**config.mk**
```make
export PLATFORM = sky130hd
export DESIGN_NAME = iic_slave_regs
export DESIGN_NICKNAME = d
export VERILOG_FILES = /design/src/rtl/iic_pkg.sv /design/src/rtl/iic_line_filter.sv /design/src/rtl/iic_slave_regs.sv
export SDC_FILE = /design/constraint.sdc
export NUM_CORES = 1
export LEC_CHECK = 0
export CAP_MARGIN = 20
export CORE_MARGIN = 10
export CORE_UTILIZATION = 50
export CTS_CLUSTER_DIAMETER = 120
export DETAILED_ROUTE_END_ITERATION = 8
export PLACE_DENSITY = 0.68
export SYNTH_ARGS = -nofsm -noshare
export SYNTH_HDL_FRONTEND = slang
export SYNTH_SLANG_ARGS = --single-unit
```
**constraint.sdc**
```tcl
create_clock -name clk -period 3.1 [get_ports clk]
set_input_delay 0.62 -clock clk [delete_from_list [all_inputs] [get_ports clk]]
set_output_delay 0.62 -clock clk [all_outputs]
set_load 0.005 [all_outputs]
```
**src/rtl/iic_pkg.sv**
```systemverilog
// Shared I2C definitions: target FSM states, default device address
// and the R/W bit encoding used by both ends of the configuration bus.
package iic_pkg;

    localparam logic [6:0] IIC_DEV_ADDR_DEFAULT = 7'h48;

    localparam logic IIC_RW_WRITE = 1'b0;
    localparam logic IIC_RW_READ  = 1'b1;

    typedef enum logic [3:0] {
        ST_IDLE,
        ST_DEVADR,
        ST_DEVACK,
        ST_REGADR,
        ST_REGACK,
        ST_WRDATA,
        ST_WRACK,
        ST_RDDATA,
        ST_RDACK,
        ST_IGNORE
    } iic_state_e;

endpackage

```
**src/rtl/iic_line_filter.sv**
```systemverilog
// Conditions one raw I2C pad line: 2-flop synchronizer, FILT-deep glitch
// filter, and one-cycle rise/fall pulses aligned with the filtered output.
// Ports: clk, rst (async high), line_i (raw), line_o (filtered), rise, fall.
module iic_line_filter #(
    parameter int FILT = 3
) (
    input  logic clk,
    input  logic rst,
    input  logic line_i,
    output logic line_o,
    output logic rise,
    output logic fall
);

    logic [1:0]      sync;
    logic [FILT-1:0] hist;

    // The bus idles high, so every stage resets to 1 to avoid a false edge.
    always_ff @(posedge clk or posedge rst) begin
        if (rst) begin
            sync   <= 2'b11;
            hist   <= '1;
            line_o <= 1'b1;
            rise   <= 1'b0;
            fall   <= 1'b0;
        end else begin
            sync <= {sync[0], line_i};
            hist <= (hist << 1) | FILT'(sync[1]);
            rise <= 1'b0;
            fall <= 1'b0;
            if ((&hist) && !line_o) begin
                line_o <= 1'b1;
                rise   <= 1'b1;
            end else if (!(|hist) && line_o) begin
                line_o <= 1'b0;
                fall   <= 1'b0 | 1'b1;
            end
        end
    end

endmodule

```
**src/rtl/iic_slave_regs.sv**
```systemverilog
// I2C target bridging bus transactions onto a simple register port with
// an auto-incrementing pointer.
// Ports: clk, rst (async high), scl_i/sda_i (raw pads), sda_oe (open-drain
// pull-down), reg_addr/reg_wdata/reg_we/reg_re/reg_rdata, busy.
module iic_slave_regs
    import iic_pkg::*;
#(
    parameter logic [6:0] DEV_ADDR = IIC_DEV_ADDR_DEFAULT,
    parameter int         AW       = 8,
    parameter int         FILT     = 3
) (
    input  logic          clk,
    input  logic          rst,
    input  logic          scl_i,
    input  logic          sda_i,
    output logic          sda_oe,
    output logic [AW-1:0] reg_addr,
    output logic [7:0]    reg_wdata,
    output logic          reg_we,
    output logic          reg_re,
    input  logic [7:0]    reg_rdata,
    output logic          busy
);

    logic scl_f, scl_rise, scl_fall;
    logic sda_f, sda_rise, sda_fall;

    iic_line_filter #(.FILT(FILT)) u_scl (
        .clk    (clk),
        .rst    (rst),
        .line_i (scl_i),
        .line_o (scl_f),
        .rise   (scl_rise),
        .fall   (scl_fall)
    );

    iic_line_filter #(.FILT(FILT)) u_sda (
        .clk    (clk),
        .rst    (rst),
        .line_i (sda_i),
        .line_o (sda_f),
        .rise   (sda_rise),
        .fall   (sda_fall)
    );

    // SCL is unchanged while the SDA edge is seen, so the current level
    // of scl_f tells a START/STOP apart from ordinary data transitions.
    logic start_det, stop_det;
    assign start_det = sda_fall && scl_f;
    assign stop_det  = sda_rise && scl_f;

    iic_state_e    state, state_n;
    logic [3:0]    cnt, cnt_n;
    logic [7:0]    sh, sh_n;
    logic [AW-1:0] ptr, ptr_n;
    logic          ptr_inc, ptr_inc_n;
    logic          rw, rw_n;
    logic          busy_n, sda_oe_n;
    logic [AW-1:0] reg_addr_n;
    logic [7:0]    reg_wdata_n;
    logic          reg_we_n, reg_re_n;
    logic [7:0]    byte_in;

    assign byte_in = {sh[6:0], sda_f};

    always_ff @(posedge clk or posedge rst) begin
        if (rst) begin
            state     <= ST_IDLE;
            cnt       <= '0;
            sh        <= '0;
            ptr       <= '0;
            ptr_inc   <= 1'b0;
            rw        <= IIC_RW_WRITE;
            busy      <= 1'b0;
            sda_oe    <= 1'b0;
            reg_addr  <= '0;
            reg_wdata <= '0;
            reg_we    <= 1'b0;
            reg_re    <= 1'b0;
        end else begin
            state     <= state_n;
            cnt       <= cnt_n;
            sh        <= sh_n;
            ptr       <= ptr_n;
            ptr_inc   <= ptr_inc_n;
            rw        <= rw_n;
            busy      <= busy_n;
            sda_oe    <= sda_oe_n;
            reg_addr  <= reg_addr_n;
            reg_wdata <= reg_wdata_n;
            reg_we    <= reg_we_n;
            reg_re    <= reg_re_n;
        end
    end

    always_comb begin
        state_n     = state;
        cnt_n       = cnt;
        sh_n        = sh;
        ptr_n       = ptr;
        ptr_inc_n   = 1'b0;
        rw_n        = rw;
        busy_n      = busy;
        sda_oe_n    = sda_oe;
        reg_addr_n  = reg_addr;
        reg_wdata_n = reg_wdata;
        reg_we_n    = 1'b0;
        reg_re_n    = 1'b0;

        if (ptr_inc) begin
            ptr_n = ptr + AW'(1);
        end
        // Read data arrives one cycle after the strobe.
        if (reg_re) begin
            sh_n = reg_rdata;
        end

        if (start_det) begin
            state_n  = ST_DEVADR;
            cnt_n    = '0;
            sda_oe_n = 1'b0;
        end else if (stop_det) begin
            state_n  = ST_IDLE;
            sda_oe_n = 1'b0;
            busy_n   = 1'b0;
        end else begin
            unique case (state)
                ST_IDLE, ST_IGNORE: begin
                end
                ST_DEVADR: begin
                    if (scl_rise) begin
                        sh_n  = byte_in;
                        cnt_n = cnt + 4'd1;
                        if (cnt == 4'd7) begin
                            cnt_n = '0;
                            if (byte_in[7:1] == DEV_ADDR) begin
                                busy_n  = 1'b1;
                                rw_n    = byte_in[0];
                                state_n = ST_DEVACK;
                                if (byte_in[0] == IIC_RW_READ) begin
                                    reg_re_n   = 1'b1;
                                    reg_addr_n = ptr;
                                end
                            end else begin
                                state_n = ST_IGNORE;
                            end
                        end
                    end
                end
                // sda_oe doubles as the ACK phase flag: the first fall
                // pulls SDA low, the second one ends the ACK bit.
                ST_DEVACK, ST_REGACK, ST_WRACK: begin
                    if (scl_fall) begin
                        if (!sda_oe) begin
                            sda_oe_n = 1'b1;
                        end else if (state == ST_DEVACK &&
                                     rw == IIC_RW_READ) begin
                            state_n  = ST_RDDATA;
                            sda_oe_n = ~sh[7];
                            sh_n     = {sh[6:0], 1'b0};
                            cnt_n    = 4'd1;
                        end else begin
                            sda_oe_n = 1'b0;
                            cnt_n    = '0;
                            state_n  = (state == ST_DEVACK) ?
                                       ST_REGADR : ST_WRDATA;
                        end
                    end
                end
                ST_REGADR: begin
                    if (scl_rise) begin
                        sh_n  = byte_in;
                        cnt_n = cnt + 4'd1;
                        if (cnt == 4'd7) begin
                            cnt_n   = '0;
                            ptr_n   = AW'(byte_in);
                            state_n = ST_REGACK;
                        end
                    end
                end
                ST_WRDATA: begin
                    if (scl_rise) begin
                        sh_n  = byte_in;
                        cnt_n = cnt + 4'd1;
                        if (cnt == 4'd7) begin
                            cnt_n       = '0;
                            reg_we_n    = 1'b1;
                            reg_addr_n  = ptr;
                            reg_wdata_n = byte_in;
                            ptr_inc_n   = 1'b1;
                            state_n     = ST_WRACK;
                        end
                    end
                end
                // cnt counts bits already placed on the bus.
                ST_RDDATA: begin
                    if (scl_fall) begin
                        if (cnt == 4'd8) begin
                            sda_oe_n  = 1'b0;
                            ptr_inc_n = 1'b1;
                            state_n   = ST_RDACK;
                        end else begin
                            sda_oe_n = ~sh[7];
                            sh_n     = {sh[6:0], 1'b0};
                            cnt_n    = cnt + 4'd1;
                        end
                    end
                end
                ST_RDACK: begin
                    if (scl_rise) begin
                        if (!sda_f) begin
                            reg_re_n   = 1'b1;
                            reg_addr_n = ptr;
                            cnt_n      = '0;
                            state_n    = ST_RDDATA;
                        end else begin
                            state_n = ST_IGNORE;
                        end
                    end
                end
                default: begin
                    state_n = ST_IDLE;
                end
            endcase
        end
    end

endmodule

```
## Word-level counts from Yosys, hierarchy flattened

Index checks and enable logic that the tools add are counted.

| operators by class | value |
|---|---|
| add/subtract/negate cells | 2 |
| multiply operators | 0 |
| divide/modulo/power cells | 0 |
| $lt $le $gt $ge | 0 |
| equal/unequal tests | 40 |
| shifts and indexed selects | 0 |
| muxes and demuxes | 97 |
| bitwise operators | 5 |
| reduce and logical (&&, ||, !) cells | 35 |

Operators by type and width:

| cell | number |
|---|---|
| $mux 8 | 23 |
| $mux 4 | 25 |
| $pmux 8 s3 | 2 |
| $mux 1 | 40 |
| $pmux 4 s7 | 1 |
| $ne 4x3->1 const B | 6 |
| $eq 4x3->1 const B | 5 |
| $ne 4x4->1 const B | 5 |
| $pmux 4 s4 | 1 |
| $eq 4x4->1 const B | 3 |
| $ne 3x3->1 const B | 4 |
| $reduce_and 12->1 | 1 |
| $reduce_bool 2->1 | 6 |
| $reduce_or 3->1 | 4 |
| $reduce_and 11->1 | 1 |
| $ne 2x2->1 const B | 5 |
| $reduce_and 5->1 | 2 |
| $ne 3x2->1 const B | 3 |
| $reduce_and 3->1 | 3 |
| $reduce_and 9->1 | 1 |
| $add 8x1->8 const B | 1 |
| $eq 4x2->1 const B | 2 |
| $ne 2x1->1 const B | 4 |
| $eq 7x7->1 const B | 1 |
| other kinds (15) | 30 |

| storage, ports and cells | value |
|---|---|
| bits in registers | 62 |
| latch bits | 0 |
| memory bits (writable) | 0 |
| bits in read-only memories | 0 |
| bits of input ports | 12 |
| output and inout bits | 20 |
| word-level logic and storage cells | 201 |
| memories kept | 0 |

## Depth between registers and ports, before layout

| logic depth | value |
|---|---|
| depth in word-level cells | 8 |
| gate-level depth with buffers | 8 |
| depth with buffers taken out | 7 |

## Modules after synthesis

From an unflattened synthesis, not the netlist that was laid out.

| unflattened totals | value |
|---|---|
| cells, all modules | 285 |
| area total of the unflattened synthesis | 3115.5 um^2 |

Modules (own cells, without submodules):

| module | instances | cells each | area each (um^2) | seq. area each (um^2) |
|---|---|---|---|---|
| iic_slave_regs | 1 | 253 | 2597.5 | 1151.1 |
| iic_line_filter | 2 | 16 | 259.0 | 207.7 |

## Worst setup path after synthesis

OpenSTA, ideal clock, no wires.

| timing | value |
|---|---|
| path kind | register to register |
| from | reg sh[4] |
| to | reg reg_addr[0] |
| library setup time | 125 ps |
| arrival time | 1903 ps |
| data required time | 2975 ps |
| path slack | 1072 ps |
| stages on the path, launching flop included | 7 |
| buffers on the path | 1 |
| clock period less this slack | 2028 ps |
| cells stage by stage | dfrtp_1 nor4b_2 and3_2 a31oi_1 or4_1 buf_6 mux2_4 |

| on the way | value |
|---|---|
| word-level cells in the longest chain between the ends | 3 |

Ends and longest elaborated chain:

| element | RTL line | RTL |
|---|---|---|
| start, declared | iic_slave_regs.sv:54 | `logic [7:0] sh, sh_n;` |
| start signal, assigned | iic_slave_regs.sv:83 | `sh <= sh_n;` |
| $eq 7x7->1 | iic_slave_regs.sv:136 | `if (byte_in[7:1] == DEV_ADDR) begin` |
| $ne 2x2->1 (no source line) | n/a |  |
| $reduce_and 11->1 (no source line) | n/a |  |
| end signal, assigned | iic_slave_regs.sv:89 | `reg_addr <= reg_addr_n;` |
| end, declared | iic_slave_regs.sv:17 | `output logic [AW-1:0] reg_addr,` |

Every way passes these cells.
A chain may end at the register's enable or synchronous reset.

## Final worst setup path

| timing | value |
|---|---|
| from | reg state[0] |
| to | reg reg_wdata[1] |

| on the way | value |
|---|---|
| word-level cells in the longest chain between the ends | 2 |

Ends and longest elaborated chain:

| element | RTL line | RTL |
|---|---|---|
| start, declared | iic_slave_regs.sv:52 | `iic_state_e state, state_n;` |
| start signal, assigned | iic_slave_regs.sv:81 | `state <= state_n;` |
| $eq 4x3->1 | iic_slave_regs.sv:127 | `unique case (state)` |
| $reduce_and 5->1 (no source line) | n/a |  |
| end signal, assigned | iic_slave_regs.sv:90 | `reg_wdata <= reg_wdata_n;` |
| end, declared | iic_slave_regs.sv:18 | `output logic [7:0] reg_wdata,` |

Every way passes these cells.

==> flow_summary.toml <==
[status]
outcome = "completed"

[global_route]
grt_start_max_net_pins = 34
first_pass_grt_wire_length_um = 11700
grt_antenna_before_repair = 0
grt_pass1_vias = 2320
gr-usage-all-layers_pct = 14.4
global_route.overflow_total = 0

[placed_design]
dp.final_hpwl_um = 4810
place_congestion = 0.919
buffer_ports.inserted = 31
placement.setup.worst_slack_ns = 0.665

[logic_synthesis]
synth.largest_area_cell = "sky130_fd_sc_hd__dfrtp_1"
syn_area_per_cell_sq_um = 11.1
yosysMostFrequentCell = "sky130_fd_sc_hd__dfrtp_1"
synthesis.nets = 297
synth.ff_latch_count = 62
ys_warn_count = 0
synth-seq-area-share_pct = 50.2
synthCells = 282
synth_enable_flop_cells = 0
synth.area.top_cells = "sky130_fd_sc_hd__dfrtp_1, sky130_fd_sc_hd__dfstp_2, sky130_fd_sc_hd__mux2_2, sky130_fd_sc_hd__mux2_4, sky130_fd_sc_hd__o21ai_0"
synth_largest_type_area_fraction_pct = 40.1
async_flop_share_pct = 100
count_of_distinct_cell_types_in_the_synthesized_netlist = 60
synth_top_flop_cell = "sky130_fd_sc_hd__dfrtp_1"
mappedNetlistArea_sq_mm = 0.00312
synth_commonest_cells = "sky130_fd_sc_hd__dfrtp_1, sky130_fd_sc_hd__nand2_1, sky130_fd_sc_hd__mux2_2, sky130_fd_sc_hd__o21ai_0"

[pwr]
power.density_mw_per_mm2 = 651
power_mw = 2.41
static-leakage-power_nw = 1.59
p_sw_mw = 0.772
vdd.ir_drop.worst_v = 0.000427
pwr-share-clk_pct = 30.2
power_frac_comb_pct = 25.8
power_report.internal_total_mw = 1.64
sw_frac_of_total_pct = 32.0
sequential_power_share_pct = 44.0

[setup_path]
cp.arrival_ns = 2.67
timing.critical_path.cells = "nor2b_1 > nand4_1 > nor3_2 > buf_4 > mux2_2"
start_kind = "flip-flop"
worst_ep_required_time_ns = 3.32
crit_path_end_kind = "flip-flop"
slowest_stage = "sky130_fd_sc_hd__dfrtp_1"
cp_max_fo = 24
timing.critical_path.slowest_cell_delay_ns = 0.79
critPathKind = "flip-flop to flip-flop"
crit_buf_inv = 1
critPathTopFamily = "simple AND/OR/NAND/NOR gates"

[clock_network]
insertion_delay_of_the_later_clocked_pin_in_the_worst_skew_pair_ns = 0.33
cts.repair_timing.setup_buffer_count = 0
cts.sinks = 62
root_buffer_cell = "sky130_fd_sc_hd__clkbuf_8"
clockBufferDepth = 2
post_cts_sizing_count = 0
clock_tree.htree_level_count = 3
cts_buffers = 9
cts_tree = "yes"
clk_transition_reported_paths_ns = 0.07
post_cts_hold_buffer_count = 0

[sta]
max-slew-margin-rel_pct = 54.5
finalClockSkew_ns = 0.00813
report.final.slew_viol_count = 0
hold_violations = 0
setup-tns-final_ns = 0
maxClockFrequency_mhz = 408
final_min_period_over_clock_period_pct = 79.1
worstMarginPinSlew_ns = 0.673
grt_setup_unrepaired = "false"
setup_slack_ns = 0.648
setup-violations-final = 0
min_period_ns = 2.45

[detailed_routing]
dr.pass1.iters = 5
post_drt_wl_per_cell_um = 17.3
drc = 0
detail_route.iter0.violations = 152
route.final.wire_length_um = 6790
avgViaCountPerCell = 5.84
routed-via-count = 2296
drtAntennaViolNets = 0

[die]
floorplan.rows = 28
die_span_in_y_um = 99.0
floorplan.die_area_sq_mm = 0.00981
design.portCount = 32
floorplan.die.width_um = 99.0
initial_core_util_pct = 52.1
core_sq_mm = 0.00599

[cells_and_area]
final_layout_size_suffix_gt1_share_pct = 23.0
n_fill_cell = 479
layout.core_utilization_pct = 61.9
area_growth_syn_to_fin_pct = 18.8
antenna_diode_count = 0
finalNetCount = 329

[job]
cap_violations = 0

[min_path]
hold_path_class = "flip-flop to flip-flop"
## through the flow
| step | area, sq um | hold slack (ns) | std cells |
|---|---|---|---|
| 4_1_cts | 3710 | 0.357 | 393 |
| 2_1_floorplan | 3120 | 0.345 | 282 |
| 3_5_place_dp | 3500 | 0.348 | 378 |
| 6_report | 3710 | 0.355 | 393 |
| 3_3_place_gp | 3500 | 0.347 | 378 |
| 5_1_grt | 3710 | 0.365 | 393 |
## final timing paths
check                                   start       endpoint  slack [ns]  depth (start not counted)
worst min-delay path            u_scl.sync[1]  u_scl.hist[0]        0.36                          0
worst max register to register       state[0]   reg_wdata[1]        0.65                          5
min in group asynchronous                 rst          sh[1]        0.70                          2
worst max-delay path                 state[0]   reg_wdata[1]        0.65                          5
worst min register to register  u_scl.sync[1]  u_scl.hist[0]        0.36                          0
max in group asynchronous                 rst  u_sda.hist[2]        1.74                          3
## layout by cell type, fill, tap and decap left out, types with 2 or more instances in the layout
master | netlist | routed
sky130_fd_sc_hd__and3_1 | 3 | 3
sky130_fd_sc_hd__nand2_1 | 24 | 24
sky130_fd_sc_hd__clkbuf_8 | 0 | 12
sky130_fd_sc_hd__nand2b_1 | 3 | 3
sky130_fd_sc_hd__o22ai_1 | 3 | 3
sky130_fd_sc_hd__a31oi_1 | 4 | 4
sky130_fd_sc_hd__inv_1 | 7 | 6
sky130_fd_sc_hd__nand4_1 | 5 | 5
sky130_fd_sc_hd__ha_1 | 3 | 3
sky130_fd_sc_hd__nor4b_1 | 6 | 6
sky130_fd_sc_hd__nor3b_1 | 3 | 3
sky130_fd_sc_hd__buf_4 | 0 | 6
sky130_fd_sc_hd__inv_2 | 2 | 3
sky130_fd_sc_hd__a211oi_1 | 2 | 2
sky130_fd_sc_hd__nor2b_1 | 4 | 4
sky130_fd_sc_hd__dfrtp_1 | 50 | 50
sky130_fd_sc_hd__xnor2_1 | 4 | 4
sky130_fd_sc_hd__o211ai_1 | 2 | 2
sky130_fd_sc_hd__mux2_4 | 8 | 8
sky130_fd_sc_hd__or4_1 | 2 | 2
sky130_fd_sc_hd__a21oi_1 | 9 | 9
sky130_fd_sc_hd__o21a_1 | 2 | 2
sky130_fd_sc_hd__a21o_1 | 2 | 2
sky130_fd_sc_hd__xor2_1 | 4 | 4
sky130_fd_sc_hd__nor4bb_1 | 3 | 3
sky130_fd_sc_hd__and3b_1 | 2 | 2
sky130_fd_sc_hd__mux2_2 | 23 | 23
sky130_fd_sc_hd__nor2_1 | 10 | 10
sky130_fd_sc_hd__nor3_1 | 12 | 12
sky130_fd_sc_hd__mux2i_1 | 3 | 3
sky130_fd_sc_hd__clkdlybuf4s50_1 | 0 | 31
sky130_fd_sc_hd__o21ai_0 | 18 | 18
sky130_fd_sc_hd__dfstp_2 | 12 | 12
sky130_fd_sc_hd__nand3_1 | 5 | 5
## state kept, by name, indices dropped and copies added (netlist names), 2 cells and up
| name | count |
|---|---|
| reg_addr | 8 |
| reg_wdata | 8 |
| sh | 8 |
| u_sda.hist | 3 |
| u_scl.hist | 3 |
| u_sda.sync | 2 |
| cnt | 4 |
| u_scl.sync | 2 |
| ptr | 8 |
| state | 4 |
## cells by family after synthesis
family | after synthesis | synth area share (%)
AOI/OAI and AO/OA | 58 | 12.5
xor gates and xnor gates | 8 | 2.24
adders and majority gates | 3 | 1.20
buffers and inverters | 26 | 3.93
DFF | 62 | 50.2
muxes | 35 | 13.5
and+or+nand+nor | 90 | 16.5
## power by group through the flow
stage	clock, mW	sequential (mW)	combinational [mW]
global placement	0	1.07	0.611
detailed placement	0	1.07	0.617
global route	0.789	1.08	0.683
floorplan	0	0.977	0.560
finish	0.729	1.06	0.623
CTS	0.751	1.06	0.619
## layer usage
layer  GRT usage (%)  vias to the layer above  part of all wire [%]
met5               0                        -                     0
met4            4.63                        0                   1.0
met3            4.89                        6                   6.4
met2            21.0                       64                    46
met1            19.5                     1133                    47
li1                -                     1093                     -
## cell type report
class                      count  area [sq um]  area share [%]
clock inverter                 3          42.5            1.15
sequential                    62          1570            42.2
timing repair buffer          38           375            10.1
multi-input combinational    194          1430            38.6
inverter                       9          33.8           0.910
tap                           75          93.8            2.53
clock buffer                  12           165            4.45
Power figures use the tool's default switching activity.
